## config.mk

```make
export PLATFORM = sky130hd
export DESIGN_NAME = pipelined_csel_adder
export DESIGN_NICKNAME = d
export VERILOG_FILES = /design/src/rtl/pipelined_csel_adder.sv
export SDC_FILE = /design/constraint.sdc
export NUM_CORES = 1
export LEC_CHECK = 0
export ABC_AREA = 1
export CORE_MARGIN = 1.5
export CORE_UTILIZATION = 42
export DETAILED_ROUTE_END_ITERATION = 6
export GPL_TIMING_DRIVEN = 0
export PLACE_DENSITY_LB_ADDON = 0.15
export REMOVE_ABC_BUFFERS = 1
export SLEW_MARGIN = 10
export SYNTH_ARGS = -nofsm -noshare
export SYNTH_HDL_FRONTEND = slang
export SYNTH_SLANG_ARGS = --single-unit
```

## constraint.sdc

```tcl
create_clock -name clk -period 2.3 [get_ports clk]
set_input_delay 0.345 -clock clk [delete_from_list [all_inputs] [get_ports clk]]
set_output_delay 0.345 -clock clk [all_outputs]
set_load 0.02 [all_outputs]
```

## src/rtl/pipelined_csel_adder.sv

```systemverilog
// Two-stage pipelined carry-select adder/subtractor with a valid/ready stream handshake.
// Stage 1 registers per-block ripple sums for both carry-ins; stage 2 resolves the select chain.
module pipelined_csel_adder #(
   parameter int WIDTH = 32,
   parameter int BLOCK = 4
) (
   input  logic             clk,
   input  logic             rst_n,
   input  logic             in_valid,
   output logic             in_ready,
   input  logic [WIDTH-1:0] a,
   input  logic [WIDTH-1:0] b,
   input  logic             cin,
   input  logic             sub,
   output logic             out_valid,
   input  logic             out_ready,
   output logic [WIDTH-1:0] sum,
   output logic             cout,
   output logic             ovf
);
   localparam int NBLK = WIDTH / BLOCK;

   function automatic logic [BLOCK:0] blk_add(input logic [BLOCK-1:0] x,
                                              input logic [BLOCK-1:0] y,
                                              input logic             c);
      blk_add = {1'b0, x} + {1'b0, y} + {{BLOCK{1'b0}}, c};
   endfunction

   logic                       s1_adv, s2_adv, load_p1, load_p2;
   logic                       vld_p1, vld_p2;
   logic [WIDTH-1:0]           beff;
   logic                       ceff;
   logic [NBLK-1:0][BLOCK-1:0] sum0_c, sum1_c;
   logic [NBLK-1:0]            c0_c, c1_c;
   logic [BLOCK:0]             r0, r1;
   logic [NBLK-1:0][BLOCK-1:0] sum0_p1, sum1_p1;
   logic [NBLK-1:0]            c0_p1, c1_p1;
   logic                       sa_p1, sb_p1;
   logic [WIDTH-1:0]           sum_c;
   logic                       carry_c, ovf_c;
   logic [WIDTH-1:0]           sum_p2;
   logic                       cout_p2, ovf_p2;

   assign s2_adv   = !vld_p2 || out_ready;
   assign s1_adv   = !vld_p1 || s2_adv;
   assign in_ready = s1_adv;
   assign load_p1  = in_valid && s1_adv;
   assign load_p2  = vld_p1 && s2_adv;

   // Stage 1: block 0 carries the true carry-in in both slots, so the
   // stage-2 chain can start from carry 0 and treat every block uniformly.
   always_comb begin
      beff   = sub ? ~b : b;
      ceff   = sub | cin;
      sum0_c = '0;
      sum1_c = '0;
      c0_c   = '0;
      c1_c   = '0;
      r0     = '0;
      r1     = '0;
      for (int k = 0; k < NBLK; k++) begin
         r0 = blk_add(a[k*BLOCK +: BLOCK], beff[k*BLOCK +: BLOCK], (k == 0) ? ceff : 1'b0);
         r1 = blk_add(a[k*BLOCK +: BLOCK], beff[k*BLOCK +: BLOCK], (k == 0) ? ceff : 1'b1);
         sum0_c[k] = r0[BLOCK-1:0];
         c0_c[k]   = r0[BLOCK];
         sum1_c[k] = r1[BLOCK-1:0];
         c1_c[k]   = r1[BLOCK];
      end
   end

   always_ff @(posedge clk) begin
      if (load_p1) begin
         sum0_p1 <= sum0_c;
         sum1_p1 <= sum1_c;
         c0_p1   <= c0_c;
         c1_p1   <= c1_c;
         sa_p1   <= a[WIDTH-1];
         sb_p1   <= beff[WIDTH-1];
      end
   end

   // Stage 2: left-to-right select chain
   always_comb begin
      sum_c   = '0;
      carry_c = 1'b0;
      for (int k = 0; k < NBLK; k++) begin
         sum_c[k*BLOCK +: BLOCK] = carry_c ? sum1_p1[k] : sum0_p1[k];
         carry_c                 = carry_c ? c1_p1[k] : c0_p1[k];
      end
      ovf_c = (sa_p1 == sb_p1) && (sum_c[WIDTH-1] != sa_p1);
   end

   always_ff @(posedge clk or negedge rst_n) begin
      if (!rst_n) begin
         vld_p1 <= 1'b0;
         vld_p2 <= 1'b0;
      end else begin
         if (s1_adv) vld_p1 <= in_valid;
         if (s2_adv) vld_p2 <= vld_p1;
      end
   end

   always_ff @(posedge clk or negedge rst_n) begin
      if (!rst_n) begin
         sum_p2  <= '0;
         cout_p2 <= 1'b0;
         ovf_p2  <= 1'b0;
      end else if (load_p2) begin
         sum_p2  <= sum_c;
         cout_p2 <= carry_c;
         ovf_p2  <= ovf_c;
      end
   end

   assign out_valid = vld_p2;
   assign sum       = sum_p2;
   assign cout      = cout_p2;
   assign ovf       = ovf_p2;
endmodule

```

== Word level (Yosys, flattened, before mapping) ==
Cells that the tools add are included.

* Memories: 0
* Bits in registers: 114
* Bits in read-only memories: 0
* Output and inout port bits: 36
* Bits in latches: 0
* Word-level logic and storage cells: 66
* Bits in writable memories: 0

* Shifts and indexed selects: 0
* Eq/ne operators: 2
* Bitwise operators: 2
* $add $sub $neg: 16
* Magnitude comparators: 0
* $mul: 0
* Mux-type cells: 15
* Divide/modulo/power cells: 0
* Reductions and logical operators: 7

{| class="wikitable"
|+ Operators by type and width
! kind !! count
|-
| 4-bit by 4-bit adder with 5-bit output || 8
|-
| 5-bit by 1-bit adder with 5-bit output, second input constant || 7
|-
| 32-bit two-way mux || 1
|-
| 32-bit NOT || 1
|-
| 4-bit two-way mux || 7
|-
| 1-bit two-way mux || 7
|-
| 5-bit by 1-bit adder with 5-bit output || 1
|-
| 1-bit logical AND || 3
|-
| 1-bit zero test || 2
|-
| 1-bit logical OR || 2
|-
| 1-bit equality test || 1
|-
| 1-bit inequality test || 1
|-
| 1-bit OR || 1
|}

== Depth between registers and ports, before layout ==
Gate-level depths: netlist of the first run.

* Depth after elaboration: 9
* Gate-level depth with buffers: 14
* Mapped depth without buffers: 14

== Worst setup path before layout of the first run ==
Ideal clock, no wire load.

* Kind: register to register
* Start point: register vld_p2 (netlist: out_valid)
* End point: register c0_p1[0] (enable)
* Stages on the path, launching flop included: 4
* Data arrival time: 2.336 ns
* Period minus slack after synthesis: 2.767 ns
* Path slack: -0.467 ns
* Path buffers: 0
* Required time: 1.869 ns
* Path through: dfrtp_1 > nand3_1 > nand2_1 > inv_1

* Cells in the longest elaborated chain, start to end: 4

{| class="wikitable"
|+ RTL lines
! item !! line !! source
|-
| start: declaration || 30 || <nowiki>logic vld_p1, vld_p2;</nowiki>
|-
| start signal: assignment || 99 || <nowiki>if (s2_adv) vld_p2 <= vld_p1;</nowiki>
|-
| 1-bit zero test || 44 || <nowiki>assign s2_adv = !vld_p2 || out_ready;</nowiki>
|-
| 1-bit logical OR || 44 ||
|-
| 1-bit logical OR || 45 || <nowiki>assign s1_adv = !vld_p1 || s2_adv;</nowiki>
|-
| net in_ready || 10 || <nowiki>output logic in_ready,</nowiki>
|-
| 1-bit logical AND || 47 || <nowiki>assign load_p1 = in_valid && s1_adv;</nowiki>
|-
| net load_p1 || 29 || <nowiki>logic s1_adv, s2_adv, load_p1, load_p2;</nowiki>
|-
| end signal: assignment || 75 || <nowiki>c0_p1 <= c0_c;</nowiki>
|-
| end: declaration || 37 || <nowiki>logic [NBLK-1:0] c0_p1, c1_p1;</nowiki>
|}

The timed path passes the listed nets, and every way through them passes these cells.
A chain may end at the register's enable or synchronous reset.

==> results of run 1 <==
[path summary, 6_finish.rpt]
kind / start / endpoint / slack [ps] / depth (start not counted)
worst min register to register: sum0_p1[3] / sum[3] / 440 / 2
worst max register to register: c0_p1[0] / ovf / 240 / 12
worst min-delay path: rst_n / sum[1] / 410 / 2
min in group clk: sum0_p1[3] / sum[3] / 440 / 2
max in group asynchronous: rst_n / sum[23] / 1430 / 3
worst max-delay path: sub / sum1_p1[23] / 150 / 9
[cells in the mapped netlist (8+ instances only)]
master    number  area [um2]
a21oi_1       28         140
a31oi_1        9        56.3
clkbuf_1      10        37.5
dfrtp_1       36         901
edfxtp_1      77        2310
fa_1           9         180
ha_1          39         488
inv_1         37         139
nand2_1       71         267
nand3_1       44         220
nor2_1        21        78.8
o21ai_0       26         130
o21ai_1        8        40.0
xnor2_1       19         166
xor2_1        49         429
[metrics by stage]
stage | utilization | hold WS [ps] | std cells
floorplan | - | 49.4 | 502
global placement | 0.518 | 426 | 787
detailed placement | 0.523 | 303 | 790
CTS | 0.568 | 410 | 824
global route | 0.569 | 443 | 826
finish | 0.569 | 410 | 826
[cell families after synthesis]
kind of cell | synth area share
simple gates | 0.143
flops | 0.544
compound gates | 0.0672
xor+xnor | 0.101
buf+inv | 0.0314
fa+ha+maj | 0.113
[registers in the layout (all words and copies together) (netlist names), 7 cells and up]
name and flops:
sum0_p1 32, sum 32, c1_p1 7, sum1_p1 28, c0_p1 8
[power breakdown]
group | internal (mW) | switching (mW) | leakage [nW] | total (mW)
clock | 1.72 | 0.839 | 0.296 | 2.56
sequential | 2.80 | 0.223 | 1.17 | 3.03
combinational | 1.08 | 1.35 | 1.81 | 2.43
total | 5.60 | 2.41 | 3.28 | 8.01
[critical path, delay by kind of cell]
family / cells / cell delay [ps]
xor+xnor: 3 / 660
buf+inv: 3 / 550
fa+ha+maj: 2 / 570
simple gates: 1 / 150
[per-layer routing]
layer | share of wire | global-route usage | wire length (um)
met5 | 0 | 0 | 0
met4 | 0.018 | 0.0735 | 203
met1 | 0.42 | 0.196 | 4800
met3 | 0.041 | 0.0384 | 472
met2 | 0.52 | 0.295 | 5990
[what timing repair did]
item,4_1_cts,5_1_grt
hold endpoints to repair,14,0
resized for setup,3,3
buffers inserted,0,1
setup endpoints to repair,30,11
cloned,1,1
hold buffers,1,0
[area by class of cell]
type / instances / share of cell area
Timing Repair inverter: 2 / 0.00191
Timing Repair Buffer: 110 / 0.145
Clock buffer: 28 / 0.0699
Clock inverter: 4 / 0.00574
Tap cell: 180 / 0.0287
Multi-Input combinational cell: 351 / 0.320
Sequential cell: 113 / 0.410
Inverter: 38 / 0.0190
==> metrics.md, run 1 <==
| Metric | Value |
|---|---|
| Status | `finished, final reports clean` |
| H-tree depth | `4` |
| Vias in the first global route | `between 4,000 and 5,000` |
| Area of the multi-input gates | `between 0.002 and 0.003 mm2` |
| Commonest cells after routing, fill and taps aside | `clkdlybuf4s50_1, edfxtp_1, nand2_1` |
| Fillers | `1,227` |
| Mean number of vias per cell | `4.86` |
| Startpoint Class | `input pin` |
| CP Capture Type | `flip-flop` |
| VDD IR max | `around 0.55 mV` |
| Die outline height | `122 um` |
| Slew @ Worst Pin | `around 440 ps` |
| Final Critical Period | `2150 ps` |
| Post-synth EDFFs | `77` |
| HPWL Detailed | `just over 8 mm` |
| CP max FO | `23` |
| Netlist cell types | `25` |
| Pre-CTS setup slack | `-1030 ps` |
| Final setup TNS | `0 ps` |
| Most common cell after layout, fill and taps aside | `clkdlybuf4s50_1` |
| Unrepaired setup endpoints after global routing | `false` |
| DRC viols | `0` |
| Die extent in x | `122 um` |
| CP Cell Sequence | `clkbuf_4 > buf_12 > xor2_1 > ha_1 > inv_1 > fa_1 > xnor2_1 > nand3_1 > xnor2_1` |
| Worst EP required | `about 2500 ps` |
| Worst-Skew Late Latency | `approximately 410 ps` |
| Effective utilization at floorplan | `0.429` |
| CP max-delay cell | `fa_1` |
| Grt total ovfl | `0` |
| Routed via count | `between 4,000 and 5,000` |
| Clk pin slew, worst setup/hold paths | `50 ps` |
| WS Path Type | `input pin to flip-flop` |
| Synthesis Warnings | `0` |
| Final Power | `8.01 mW` |
| Post-route setup slack | `152 ps` |
| First-pass GRT wire length | `18.9 mm` |
| Core Region | `0.0138 mm2` |
| Post-route cell area | `0.00784 mm2` |
| Top cell by count, worst path | `xnor2_1` |
| Largest net degree at the start of global routing | `72` |
| PwrDens | `1020 mW/mm2` |
| Avg Inst Size Synth | `11.5 um2` |
| Leak pwr | `about 3.3 nW` |
| Sequential cell area fraction in the yosys report | `0.544` |
| Tot GR Track Use | `0.168` |
| CTS tree | `built` |
| Crit-path max cell delay | `390 ps` |
| Initial DRC count | `202` |
| Maximum clock rate | `0.465 GHz` |
| DRT antenna net count | `0` |
| Hold crit path type | `input pin to asynchronous set/reset pin` |
| Gate Count Post-Synth | `513` |
| Port bufs | `105` |
| Crit share post-route | `0.934` |
| Headroom to the max-slew limit | `0.706` |
| Routed wire per std cell | `13.9 um` |
| Area of placed instances | `0.00720 mm2` |
| Final Max Slew Viols | `0` |
| Setup-failing EPs final | `0` |
| Yosys reg bits | `113` |
| Number of diodes | `0` |
| Top-Level Pins | `106` |
| Asr flop ratio synth | `0.319` |
| Clk buf depth | `2` |
| Worst EP arrival | `around 2300 ps` |
| Skew final | `13.1 ps` |
| Cell area after synthesis | `0.00590 mm2` |
| RePlAce Congestion | `0.759` |
| Maxcap violations | `0` |
| Final hold violation count | `0` |
| Register area | `0.00321 mm2` |
| Root buffer selected by CTS | `clkbuf_16` |
| TritonCTS buffer count | `17` |
| Final WL | `11.5 mm` |
| Share of cells above drive strength 1 | `0.0975` |
| Final #Nets | `around 750` |
| Die Area | `about 0.015 mm2` |
| Sink Count | `113` |
| Initial antenna violation count | `0` |
| Area Growth Syn to Fin | `32.9%` |
| Std-Cell Rows | `43` |
| Pre-Repair DR Iteration Count | `5` |
| Most used DFF post-synth | `edfxtp_1` |
Note: power is estimated with default switching activity, not from simulation.
==> inputs of run 2 (changes only) <==
CORE_UTILIZATION = 46   (was 42)
==> run 2 against run 1 <==
Against the previous run:
- combinational power barely moved
- setup slack got worse by 1.2 ps
- worst hold slack improved by 33 ps
- die area is 8.5% lower
- sequential share of layout area is 0.26 points higher
- maximum frequency hardly changed
- total power is 1.0% lower
- critical path type unchanged
- cell count down 1.3%
- highest routed layer unchanged
- critical path depth grew 1
- non-clock buffer count decreased by 1
- sequential power is essentially flat
- largest cell class unchanged
==> metrics.md, run 2 (same netlist as run 1, synthesis figures left out) <==
| Metric | Value |
|---|---|
| Maxcap violations | `0 (unchanged)` |
| Area Growth Syn to Fin | `32.1%` |
| DRT antenna net count | `0 (unchanged)` |
| Pre-Repair DR Iteration Count | `5 (unchanged)` |
| Number of diodes | `0 (unchanged)` |
| Crit-path max cell delay | `420 ps (+30 ps)` |
| Register area | `0.00321 mm2 (unchanged)` |
| Port bufs | `105 (unchanged)` |
| Final Critical Period | `2150 ps (+1.23 ps)` |
| Routed via count | `3,987 (-0.62%)` |
| Routed wire per std cell | `13.7 um (-1.4%)` |
| Worst EP arrival | `2300 ps (about the same)` |
| Grt total ovfl | `0 (unchanged)` |
| Setup bufs post-CTS | `0 (unchanged)` |
| Largest net degree at the start of global routing | `47 (-35%)` |
| Final #Nets | `749 (-0.27%)` |
| Root buffer selected by CTS | `clkbuf_16` |
| Die Area | `0.0135 mm2 (-8.5%)` |
| Top-Level Pins | `106 (unchanged)` |
| Fillers | `1,015 (-17%)` |
| Status | `finished, final reports clean` |
| Crit share post-route | `0.935 (about the same)` |
| H-tree depth | `4 (unchanged)` |
| Cell total after placement | `782 (-1.0%)` |
| Non-filler cells, final | `815 (-1.3%)` |
| Critical path's top delay family | `adder cells` |
| Worst EP required | `2450 ps (about the same)` |
| Startpoint Class | `input pin` |
| Maximum clock rate | `0.465 GHz (about the same)` |
| Sink Count | `113 (unchanged)` |
| Vias in the first global route | `4,000 (-2.2%)` |
| WS Path Type | `input pin to flip-flop` |
| GRT met3 Usage | `0.0477 (+0.00935)` |
| Initial antenna violation count | `0 (unchanged)` |
| CTS tree | `built` |
| Pre-CTS setup slack | `-1020 ps (+12.9 ps)` |
| Final hold violation count | `0 (unchanged)` |
| CP max-delay cell | `fa_1` |
| Die extent in x | `116 um (-4.3%)` |
| HPWL Detailed | `8.08 mm (+0.11%)` |
| VDD IR max | `0.549 mV (-0.27%)` |
| Headroom to the max-slew limit | `0.704 (-0.00258)` |
| RePlAce Congestion | `0.817 (+7.7%)` |
| Std-Cell Rows | `41 (-4.7%)` |
| Leak pwr | `3.25 nW (-0.85%)` |
| Share of cells above drive strength 1 | `0.0980 (+0.000455)` |
| Final setup TNS | `0 ps (unchanged)` |
| Initial DRC count | `181 (-10%)` |
| Setup-failing EPs final | `0 (unchanged)` |
| Slew @ Worst Pin | `444 ps (+4.26 ps)` |
| TritonCTS buffer count | `17 (unchanged)` |
| Skew final | `9.79 ps (-3.27 ps)` |
| DRC viols | `0 (unchanged)` |
| Global route hottest layer | `met2` |
| Final WL | `11.2 mm (-2.7%)` |
| Unrepaired setup endpoints after global routing | `false` |
| CP max FO | `23 (unchanged)` |
| Final Max Slew Viols | `0 (unchanged)` |
| Clk pin slew, worst setup/hold paths | `50 ps (about the same)` |
| First-pass GRT wire length | `18.5 mm (-2.4%)` |
| Buf/Inv on CP | `4 (+1)` |
| Tot GR Track Use | `0.180 (+0.0127)` |
| Core Region | `0.0126 mm2 (-8.7%)` |
| Effective utilization at floorplan | `0.470 (+0.0411)` |
| PwrDens | `1020 mW/mm2 (-0.42%)` |
| Met1 Usage GRT | `0.208 (+0.0127)` |
| Worst-Skew Late Latency | `410 ps (about the same)` |
| Met2 usage | `0.320 (+0.0252)` |
| Post-route setup slack | `150 ps (-1.23 ps)` |
| Hold crit path type | `input pin to asynchronous set/reset pin` |
| CP Capture Type | `flip-flop` |
| Clk buf depth | `2 (unchanged)` |
| Area of the multi-input gates | `0.00253 mm2 (+0.60%)` |
| Most common cell after layout, fill and taps aside | `clkdlybuf4s50_1` |
| Mean number of vias per cell | `4.89 (+0.72%)` |
| CP Cell Sequence | `buf_2 > buf_12 > xor2_1 > ha_1 > inv_1 > fa_1 > inv_1 > ha_1 > nand3_1 > xnor2_1` |
| Die outline height | `116 um (-4.3%)` |
| Commonest cells after routing, fill and taps aside | `clkdlybuf4s50_1, edfxtp_1, nand2_1` |
==> run 2: where the power goes <==
| part | leakage (nW) | internal (mW) | switching (mW) |
|---|---|---|---|
| combinational | 1.82 | 1.08 | 1.35 |
| clock | 0.265 | 1.61 | 0.876 |
| sequential | 1.17 | 2.80 | 0.218 |
==> run 2: layout make-up <==
class,instances,share of cell area
sequential,113,0.412
multi-input combinational,351,0.324
clock inverter,10,0.0146
timing repair buffer,109,0.144
inverter,38,0.0191
timing repair inverter,1,0.000963
clock buffer,21,0.0578
tap,172,0.0276
==> run 2: layer usage <==
metal	wire [um]	part of all wire
met3	495	0.044
met2	5840	0.52
met1	4650	0.42
met5	0	0
met4	176	0.016
==> run 2: worst reg2reg max path, stage by stage (launching register included) <==
cell      delay (ps)
edfxtp_1         500
inv_2            180
nand2_1           70
nand3_1          110
nand3_2          180
nand2_4          170
nand2_4           90
nand3_2          140
nand3_4          150
nand2_4          130
nand2_1           80
nand3_1           70
nand3_1           80
nand2_1           70
==> run 2: final timing paths <==
path                            start        to  slack (ps)  cells after the start
hold reg to reg            sum0_p1[2]    sum[2]         450                      2
max in group asynchronous       rst_n   sum[23]        1380                      3
setup reg to reg             c0_p1[0]       ovf         220                     13
min in group clk           sum0_p1[2]    sum[2]         450                      2
hold / removal                  rst_n   sum[11]         440                      2
setup / recovery                  sub  c1_p1[6]         150                     10
==> run 2: through the flow <==
stage / hold slack, ps / power, mW / util / cell area (um2)
after floorplan: 49.4 / 4.47 / - / 5860
after CTS: 418 / 8.00 / 0.619 / 7770
after detailed placement: 308 / 5.48 / 0.572 / 7190
after global placement: 424 / 5.40 / 0.567 / 7130
final: 443 / 7.93 / 0.620 / 7790
after global routing: 473 / 8.39 / 0.620 / 7790
==> run 2: repair_timing <==
item / CTS / global route
setup endpoints to repair: 30 / 9
endpoints found under the hold margin: 14 / 0
hold buffers: 1 / 0
gates cloned: 1 / 0
gates resized for setup: 3 / 3
==> inputs of run 3 (changes only) <==
REMOVE_ABC_BUFFERS = not set   (was 1)
SLEW_MARGIN = not set   (was 10)
==> run 3 against run 2 <==
Against the previous run:
- total power is 0.52% higher
- clock power hardly changed
- die area stayed put
- worst hold slack worse by 400 ps
- setup slack worse by 46 ps
- critical path depth is 2 lower
- via count is 1.8% higher
- clock skew hardly changed
- global-route usage is 0.96 points higher
- design area hardly changed
- maximum frequency is 2.1% lower
- critical path type unchanged
- critical endpoint is now sum1_p1[31]
- largest power group unchanged
==> metrics.md, run 3 (same netlist as run 1, synthesis figures left out) <==
| Metric | Value |
|---|---|
| Clk pin slew, worst setup/hold paths | `50 ps (about the same)` |
| Met2 usage | `0.316 (-0.00431)` |
| Headroom to the max-slew limit | `0.392 (-0.312)` |
| Area of placed instances | `0.00722 mm2 (+0.44%)` |
| DRT antenna net count | `0 (unchanged)` |
| Syn nets | `631` |
| Clk buf depth | `2 (unchanged)` |
| Commonest cells after routing, fill and taps aside | `clkdlybuf4s50_1, edfxtp_1, nand2_1` |
| Std-Cell Rows | `41 (unchanged)` |
| DRC viols | `0 (unchanged)` |
| Die extent in x | `116 um (unchanged)` |
| Status | `finished, final reports clean` |
| Crit share post-route | `0.955 (+0.0200)` |
| VDD IR max | `0.677 mV (+23%)` |
| CP max FO | `10 (-57%)` |
| CP Capture Type | `flip-flop` |
| Worst-Skew Late Latency | `410 ps (about the same)` |
| Maximum clock rate | `0.455 GHz (-2.1%)` |
| Root buffer selected by CTS | `clkbuf_16` |
| Die Area | `0.0135 mm2 (unchanged)` |
| PwrDens | `1020 mW/mm2 (+0.58%)` |
| GRT met3 Usage | `0.0540 (+0.00623)` |
| Share of cells above drive strength 1 | `0.0969 (-0.00106)` |
| Vias in the first global route | `4,099 (+2.5%)` |
| Leak pwr | `3.27 nW (+0.63%)` |
| Worst r2r path cells | `4 (-9)` |
| Setup-failing EPs final | `0 (unchanged)` |
| Top-Level Pins | `106 (unchanged)` |
| Slew @ Worst Pin | `911 ps (+466 ps)` |
| Unrepaired setup endpoints after global routing | `false` |
| Tot GR Track Use | `0.190 (+0.00962)` |
| Core Region | `0.0126 mm2 (unchanged)` |
| Pre-Repair DR Iteration Count | `4 (-1)` |
| Final Max Slew Viols | `0 (unchanged)` |
| Sink Count | `113 (unchanged)` |
| Grt total ovfl | `0 (unchanged)` |
| Final hold slack | `46.0 ps (-397 ps)` |
| Worst r2r src | `out_valid` |
| Port bufs | `104 (-0.95%)` |
| Die outline height | `116 um (unchanged)` |
| WS Path Type | `input pin to flip-flop` |
| CTS tree | `built` |
| Post-route cell area | `0.00779 mm2 (about the same)` |
| Initial DRC count | `266 (+47%)` |
| Most common cell after layout, fill and taps aside | `clkdlybuf4s50_1` |
| Routed wire per std cell | `14.3 um (+4.3%)` |
| Number of diodes | `0 (unchanged)` |
| Fillers | `1,033 (+1.8%)` |
| Final Power | `7.97 mW (+0.52%)` |
| Worst EP arrival | `2350 ps (+50 ps)` |
| H-tree depth | `4 (unchanged)` |
| RePlAce Congestion | `0.763 (-6.6%)` |
| Maxcap violations | `0 (unchanged)` |
| Critical R2R Capture | `sum0_p1[26]` |
| Final hold violation count | `0 (unchanged)` |
| Hold crit path type | `input pin to asynchronous set/reset pin` |
| Worst EP required | `2450 ps (about the same)` |
| Met1 Usage GRT | `0.237 (+0.0288)` |
| Final #Nets | `755 (+0.80%)` |
| Register area | `0.00321 mm2 (about the same)` |
| Largest net degree at the start of global routing | `44 (-6.4%)` |
| TritonCTS buffer count | `17 (unchanged)` |
| Area of the multi-input gates | `0.00252 mm2 (about the same)` |
| Effective utilization at floorplan | `0.470 (unchanged)` |
| Hold buffer count at CTS | `0 (-1)` |
| Routed via count | `4,057 (+1.8%)` |
| First-pass GRT wire length | `19.1 mm (+3.5%)` |
| Mean number of vias per cell | `4.94 (+0.89%)` |
| Skew final | `9.43 ps (-0.358 ps)` |
| Final WL | `11.7 mm (+5.2%)` |
| Initial antenna violation count | `0 (unchanged)` |
| Area Growth Syn to Fin | `32.0% (about the same)` |
| HPWL Detailed | `8.87 mm (+9.8%)` |
| Final Critical Period | `2200 ps (+46.0 ps)` |
| Global route hottest layer | `met2` |
| Startpoint Class | `input pin` |
| Reg2reg setup slack | `200 ps (-20 ps)` |
## run 3: power breakdown
| part | switching [mW] | internal [mW] | total [mW] |
|---|---|---|---|
| clock | 0.833 | 1.67 | 2.50 |
| combinational | 1.34 | 1.08 | 2.42 |
| sequential | 0.239 | 2.81 | 3.05 |
| total | 2.42 | 5.55 | 7.97 |
## run 3: metal layers
layer	routed length [um]	part of all wire	up-vias
met5	0	0	-
met4	151	0.013	0
met3	657	0.056	11
met2	5700	0.49	96
met1	5230	0.45	1926
li1	-	-	2024
## run 3: cell type report
class,instances,share of cell area
Inverter,38,0.0188
Clock inverter,7,0.0109
Buffer,11,0.00803
Tap cell,172,0.0276
Sequential cell,113,0.413
Multi-Input combinational cell,351,0.324
Timing Repair Buffer,105,0.136
Clock buffer,25,0.0623
## run 3: worst max-delay path by stage
stage                     startpoint          end  slack [ps]
final                            sub  sum1_p1[31]         100
after global routing       out_ready  sum1_p1[26]          10
after CTS                        sub  sum1_p1[31]         130
after detailed placement         sub  sum1_p1[31]        -280
after global placement     out_ready   sum0_p1[0]        -700
after floorplan            out_valid     c0_p1[0]          30
## run 3: metrics by stage
step           std cells  setup WS, ps  utilization  TNS (ps)
2_1_floorplan        513          29.7            -         0
3_5_place_dp         790          -285        0.574    -16100
5_1_grt              822          13.9        0.620         0
6_report             822           104        0.620         0
3_3_place_gp         789          -698        0.573    -59800
4_1_cts              822           128        0.620         0
## run 3: repair_timing
item,CTS,global route
setup buffers,0,0
resized for setup,0,1
setup endpoints to repair,0,1
hold endpoints to repair,0,0
## run 3: worst max-delay path, cell delays in order
cell      delay [ps]
clkbuf_2         240
clkbuf_4         360
xor2_1           120
ha_1             220
fa_1             420
xor2_1           330
nand3_1          160
xnor2_1          150
